### config.mk
export PLATFORM = sky130hd
export DESIGN_NAME = mem_wb_stage
export DESIGN_NICKNAME = d
export VERILOG_FILES = /design/src/rtl/mem_wb_stage.sv
export SDC_FILE = /design/constraint.sdc
export NUM_CORES = 1
export LEC_CHECK = 0
export CAP_MARGIN = 0
export CORE_ASPECT_RATIO = 0.8
export CORE_MARGIN = 4
export CORE_UTILIZATION = 43
export CTS_BUF_LIST = sky130_fd_sc_hd__clkbuf_2 sky130_fd_sc_hd__clkbuf_4 sky130_fd_sc_hd__clkbuf_8
export DETAILED_ROUTE_END_ITERATION = 7
export PLACE_DENSITY = 0.86
export SLEW_MARGIN = 20
export SYNTH_ARGS = -nofsm -noshare
export SYNTH_HDL_FRONTEND = slang
export SYNTH_SLANG_ARGS = --single-unit
### constraint.sdc
create_clock -name clk -period 7.2 [get_ports clk]
set_input_delay 1.8 -clock clk [delete_from_list [all_inputs] [get_ports clk]]
set_output_delay 1.8 -clock clk [all_outputs]
set_load 0.03 [all_outputs]
### src/rtl/mem_wb_stage.sv
// Memory-access stage with MEM/WB pipeline register and a ready/ack data bus.
// Define MEM_TIMEOUT_EN to abort a WAIT after TIMEOUT_CYCLES cycles without ack.
module mem_wb_stage #(
  parameter int DATA_W         = 32,
  parameter int ADDR_W         = 32,
  parameter int TIMEOUT_CYCLES = 16
) (
  input  logic              clk,
  input  logic              rst,
  input  logic [DATA_W-1:0] EX_MEM_Aluresult,
  input  logic [DATA_W-1:0] Ex_mem_writedata_Rs2,
  input  logic [4:0]        Rd_EX_MEM,
  input  logic              EX_MEMmemtoreg,
  input  logic              EX_MEMmemwrite,
  input  logic              EX_MEMregwrite,
  input  logic              EX_MEMmemread,
  output logic              mem_req,
  output logic              mem_we,
  output logic [ADDR_W-1:0] mem_addr,
  output logic [DATA_W-1:0] mem_wdata,
  input  logic [DATA_W-1:0] mem_rdata,
  input  logic              mem_ack,
  output logic              stall,
  output logic [DATA_W-1:0] MEM_WB_wbdata,
  output logic [4:0]        Rd_MEM_WB,
  output logic              MEM_WBregwrite,
  output logic              mem_err
);

  typedef enum logic {S_IDLE, S_WAIT} state_t;
  state_t state;

  logic access, ack_done, tmo_hit;
  logic [DATA_W-1:0] wb_sel;

  assign access   = EX_MEMmemread | EX_MEMmemwrite;
  assign ack_done = (state == S_WAIT) && mem_ack;
  // A store that also has memread set never returns load data.
  assign wb_sel   = (EX_MEMmemtoreg && !EX_MEMmemwrite) ? mem_rdata : EX_MEM_Aluresult;

`ifdef MEM_TIMEOUT_EN
  localparam int CW = $clog2(TIMEOUT_CYCLES + 1);
  logic [CW-1:0] tmo_cnt;
  assign tmo_hit = (state == S_WAIT) && !mem_ack && (tmo_cnt == CW'(TIMEOUT_CYCLES - 1));
`else
  assign tmo_hit = 1'b0;
  assign mem_err = 1'b0;
`endif

  assign stall = access & ~(ack_done | tmo_hit);

  always_ff @(posedge clk or posedge rst) begin
    if (rst) begin
      state          <= S_IDLE;
      mem_req        <= 1'b0;
      mem_we         <= 1'b0;
      mem_addr       <= '0;
      mem_wdata      <= '0;
      MEM_WB_wbdata  <= '0;
      Rd_MEM_WB      <= '0;
      MEM_WBregwrite <= 1'b0;
`ifdef MEM_TIMEOUT_EN
      tmo_cnt        <= '0;
      mem_err        <= 1'b0;
`endif
    end else begin
`ifdef MEM_TIMEOUT_EN
      mem_err <= 1'b0;
`endif
      case (state)
        S_IDLE: begin
          if (access) begin
            state          <= S_WAIT;
            mem_req        <= 1'b1;
            mem_we         <= EX_MEMmemwrite;
            mem_addr       <= EX_MEM_Aluresult[ADDR_W-1:0];
            mem_wdata      <= Ex_mem_writedata_Rs2;
            MEM_WB_wbdata  <= '0;
            Rd_MEM_WB      <= '0;
            MEM_WBregwrite <= 1'b0;
`ifdef MEM_TIMEOUT_EN
            tmo_cnt        <= '0;
`endif
          end else begin
            MEM_WB_wbdata  <= EX_MEM_Aluresult;
            Rd_MEM_WB      <= Rd_EX_MEM;
            MEM_WBregwrite <= EX_MEMregwrite;
          end
        end
        S_WAIT: begin
          if (mem_ack) begin
            state          <= S_IDLE;
            mem_req        <= 1'b0;
            MEM_WB_wbdata  <= wb_sel;
            Rd_MEM_WB      <= Rd_EX_MEM;
            MEM_WBregwrite <= EX_MEMregwrite;
          end else begin
            MEM_WB_wbdata  <= '0;
            Rd_MEM_WB      <= '0;
            MEM_WBregwrite <= 1'b0;
`ifdef MEM_TIMEOUT_EN
            if (tmo_hit) begin
              state   <= S_IDLE;
              mem_req <= 1'b0;
              mem_err <= 1'b1;
            end else begin
              tmo_cnt <= tmo_cnt + 1'b1;
            end
`endif
          end
        end
        default: state <= S_IDLE;
      endcase
    end
  end

endmodule

## Yosys cells after proc, flatten, opt, wreduce, memory -nomap -nowiden

Index checks and enable logic that the tools add are counted.

| storage, ports and cells | value |
|---|---|
| register bits | 105 |
| bits in latches | 0 |
| memory bits (writable) | 0 |
| ROM bits | 0 |
| input port bits | 108 |
| output and inout port bits | 106 |
| logic and storage cells | 35 |
| memories kept | 0 |

| operators by class | value |
|---|---|
| add/subtract/negate cells | 0 |
| $mul | 0 |
| div/mod/pow operators | 0 |
| $lt $le $gt $ge | 0 |
| equality and inequality tests | 2 |
| shifts and indexed selects | 0 |
| muxes and demuxes | 16 |
| bitwise gates (word level) | 4 |
| reduce and logical (&&, ||, !) cells | 5 |

Operators with widths:

| operator | number |
|---|---|
| $mux W32 | 3 |
| $pmux W32 S2 | 1 |
| $mux W5 | 2 |
| $pmux W5 S2 | 1 |
| $mux W1 | 6 |
| $pmux W1 S2 | 3 |
| $ne A2 B2 Y1 const B | 2 |
| $reduce_and A2 Y1 | 2 |
| $logic_and A1 B1 Y1 | 2 |
| $not A1 Y1 | 2 |
| $and A1 B1 Y1 | 1 |
| $logic_not A1 Y1 | 1 |
| $or A1 B1 Y1 | 1 |

## Logic depth before layout (Yosys ltp)

| logic depth | value |
|---|---|
| word-level depth | 5 |
| mapped depth | 5 |
| gate-level depth less buffers | 3 |

## Least setup slack after synthesis

No wires, ideal clock.

| timing | value |
|---|---|
| kind | input-to-output |
| start point | in EX_MEMmemwrite |
| end point | out stall |
| arrival | 2,315 ps |
| data required time | 5,400 ps |
| setup slack | 3,085 ps |
| cell stages on the path | 2 |
| cells stage by stage | nor2_1 -> a21oi_1 |

| between the ends | value |
|---|---|
| cells in the longest elaborated chain, start to end | 2 |

RTL lines:

| element | line | text |
|---|---|---|
| from (decl) | 14 | `input logic EX_MEMmemwrite,` |
| $or A1 B1 Y1 | 36 | `assign access = EX_MEMmemread \| EX_MEMmemwrite;` |
| $and A1 B1 Y1 | 50 | `assign stall = access & ~(ack_done \| tmo_hit);` |
| to (decl) | 23 | `output logic stall,` |

Every way passes these cells.

## Final worst setup path

Same ends and word-level chain as after synthesis.

==> flow_summary_export.csv <==
group,metric,value,unit
clock_network,cts_resized,0,
run,drv_cap,0,
synthesis,synth_seq_cells,105,
route,drcViolationCount,0,
die,ios,214,
synthesis,netlist-cell-type-count,18,
clock_network,cts.sinks,105,
global_route,antenna_found_initial,0,
layout,area_growth,61.9,%
power_and_ir_drop,power.share.sequential,43.6,%
power_and_ir_drop,p_per_area,271,nW/um^2
sta,setup_tns,0,ps
critical_path,path_max_fanout,5,
layout,fin_nets,555,
clock_network,clockBufferDepth,2,
sta,finalClockSkew,8.63,ps
power_and_ir_drop,p_comb_share,37.7,%
hold_path,hold_path_class,"flip-flop to flip-flop",
critical_path,end_kind,"output pin",
synthesis,syn-num-nets,343,
critical_path,worst_setup_path_start_kind,"primary input",
global_route,grtUsageTotal,19.7,%
power_and_ir_drop,p_clk_share,18.7,%
critical_path,ff2ff_setup_slack,5080,ps
placed_design,place.gp.congestion,0.770,
critical_path,required,5400,ps
critical_path,rr_worst_depth,3,
sta,maxClockFrequency,0.197,GHz
clock_network,clk_latency,340,ps
clock_network,postCtsHoldBufs,0,
synthesis,syn_area_per_cell,16.4,um^2
sta,rsz0062_at_grt,"no",
critical_path,startpoint,"EX_MEMmemwrite",
power_and_ir_drop,switching_share,33.6,%
global_route,grt_pass1_vias,3163,
synthesis,synth_area_leader_cell,"dfrtp_1",
global_route,use_met2,34.9,%
sta,worst_pin_slew,659,ps
critical_path,critPathArrivalTime,3290,ps
critical_path,r2r-start,"state$_DFF_PP0_",
power_and_ir_drop,intPower,0.00112,W
synthesis,syn-cell-area,3840,um^2
power_and_ir_drop,switching_power,0.000567,W
status,outcome,"complete, no violations",
global_route,busiest_layer,"met2",
layout,antenna_cells,0,
layout,fillers,603,
route,wl,10.2,mm
critical_path,regToRegEndpoint,"mem_wdata[15]$_DFFE_PP0P_",
clock_network,htree_levels,3,
power_and_ir_drop,vdd_drop_max,0.000188,V
sta,setup_viol,0,
synthesis,seq_area_frac_synth,68.4,%
critical_path,crit_end,"stall",
synthesis,synth.top_cell.area_share,68.4,%
sta,fin_crit_sh,70.6,%
global_route,gr-usage-met3,8.82,%
clock_network,numCtsBuffers,9,
synthesis,synthCells,235,
sta,drv_slew,0,
route,wl_per_cell,18.2,um
clock_network,cts_tree,"built",
clock_network,cts_root_buffer,"clkbuf_8",
power_and_ir_drop,p_leak,2.62,nW
sta,relSlewSlack,56.1,%
global_route,grt_pass1_wl,16.2,mm
die,dieWidth,114,um
route,via_count,2805,
die,die_y,92.6,um
route,drtPass1Iterations,4,
die,start_util,44.7,%
layout,stdcell_count,562,
route,ant_nets,0,
placed_design,placed_cells,548,
global_route,grt_max_degree,54,
sta,min_period,5090,ps
clock_network,post-cts-setup-buffers,0,
die,num_rows,30,
sta,hold_viol_final,0,
synthesis,synthTopCellsByArea,"dfrtp_1 (68%), mux2_2 (19%), a22o_1 (7.3%)",
placed_design,port_buffers,212,
clock_network,clk_pin_slew,90,ps
layout,drive_gt1_share,19.1,%
route,drt_iter0_markers,71,
global_route,grt_overflow,0,
placed_design,dp_hpwl,7.81,mm
critical_path,crit_type,"primary input to output pin",
route,viasPerCell,4.99,
die,dieArea,10500,um^2
synthesis,yosysWarningCount,0,
die,coreArea,8600,um^2
global_route,grt_use_met1,21.9,%
## state kept, by name, summed over array words and instances (netlist names)
register / cells
mem_req: 1
Rd_MEM_WB: 5
mem_wdata: 32
MEM_WB_wbdata: 32
state: 1
mem_we: 1
MEM_WBregwrite: 1
mem_addr: 32
## per-layer routing
metal	up-vias	share of wire (%)
met5	-	0
met4	0	1.1
met3	12	11
met2	137	52
met1	1400	35
li1	1256	-
## cell families after synthesis
kind of cell | synth area share (%)
compound gates | 8.08
buf+inv | 2.74
flops | 68.4
mux | 19.0
other cells | 0.0976
simple gates | 1.66
## critical path, stage by stage
cell and delay, ps:
clkdlybuf4s50_1 580, nor2_1 90, a21oi_1 130, clkdlybuf4s50_1 690
## layout make-up
| class | count | area (um^2) | share of cell area (%) |
|---|---|---|---|
| flip-flops and latches | 105 | 2630 | 42.2 |
| repair buffers | 216 | 2150 | 34.6 |
| multi-input cells | 113 | 1130 | 18.1 |
| well taps | 112 | 140 | 2.25 |
| clock buffers | 10 | 131 | 2.11 |
| clock inverters | 4 | 31.3 | 0.503 |
| inverters | 2 | 10.0 | 0.161 |
## worst min-delay path by stage
| stage | startpoint | endpoint | slack [ps] | cells past startpoint |
|---|---|---|---|---|
| floorplan | state$_DFF_PP0_ | mem_req$_DFFE_PP0P_ | 620 | 2 |
| global placement | mem_wdata[14]$_DFFE_PP0P_ | mem_wdata[14]$_DFFE_PP0P_ | 490 | 1 |
| detailed placement | mem_addr[30]$_DFFE_PP0P_ | mem_addr[30]$_DFFE_PP0P_ | 490 | 1 |
| CTS | mem_addr[23]$_DFFE_PP0P_ | mem_addr[23]$_DFFE_PP0P_ | 510 | 1 |
| global route | mem_addr[9]$_DFFE_PP0P_ | mem_addr[9]$_DFFE_PP0P_ | 530 | 1 |
| finish | mem_addr[23]$_DFFE_PP0P_ | mem_addr[23]$_DFFE_PP0P_ | 510 | 1 |
## cell usage after synthesis
cell type	instances
a21oi_1	1
inv_1	2
clkbuf_1	4
nor2_1	1
buf_4	1
nand2_1	1
buf_6	4
o31a_1	1
nor2b_1	7
a21boi_0	1
mux2_2	65
o32ai_1	1
dfrtp_1	105
or2_1	1
buf_2	6
and3_1	1
a22o_1	32
conb_1	1
## power by group through the flow
stage / registers [W] / clock network [W] / logic [W]
final: 0.000735 / 0.000315 / 0.000637
after global routing: 0.000750 / 0.000352 / 0.000667
after CTS: 0.000736 / 0.000326 / 0.000644
after detailed placement: 0.000747 / 0 / 0.000642
after global placement: 0.000740 / 0 / 0.000632
after floorplan: 0.000948 / 0 / 0.000134
## through the flow
step	area [um^2]	power [W]	setup WS (ps)	util (%)	hold WS (ps)
CTS	6220	0.00171	2100	72.4	514
detailed placement	6060	0.00139	2110	70.5	492
global route	6220	0.00177	2030	72.4	526
floorplan	3840	0.00108	2640	-	619
finish	6220	0.00169	2110	72.4	509
global placement	6060	0.00137	2140	70.5	486
## placed cells by master, fill, tap and decap left out
cell type        count
o31a_1               1
or2_2                1
conb_1               1
nand2_1              1
dfrtp_1            105
buf_4                4
mux2_2              65
clkbuf_8             9
a21boi_0             1
o32ai_4              1
a22o_1              32
and3_1               1
inv_4                1
nor2_1               1
nor2b_1              7
a21oi_1              1
clkdlybuf4s50_1    212
inv_1                1
inv_6                1
clkinvlp_4           3
clkbuf_4             1
No activity file was read; power rests on OpenSTA's default activity.
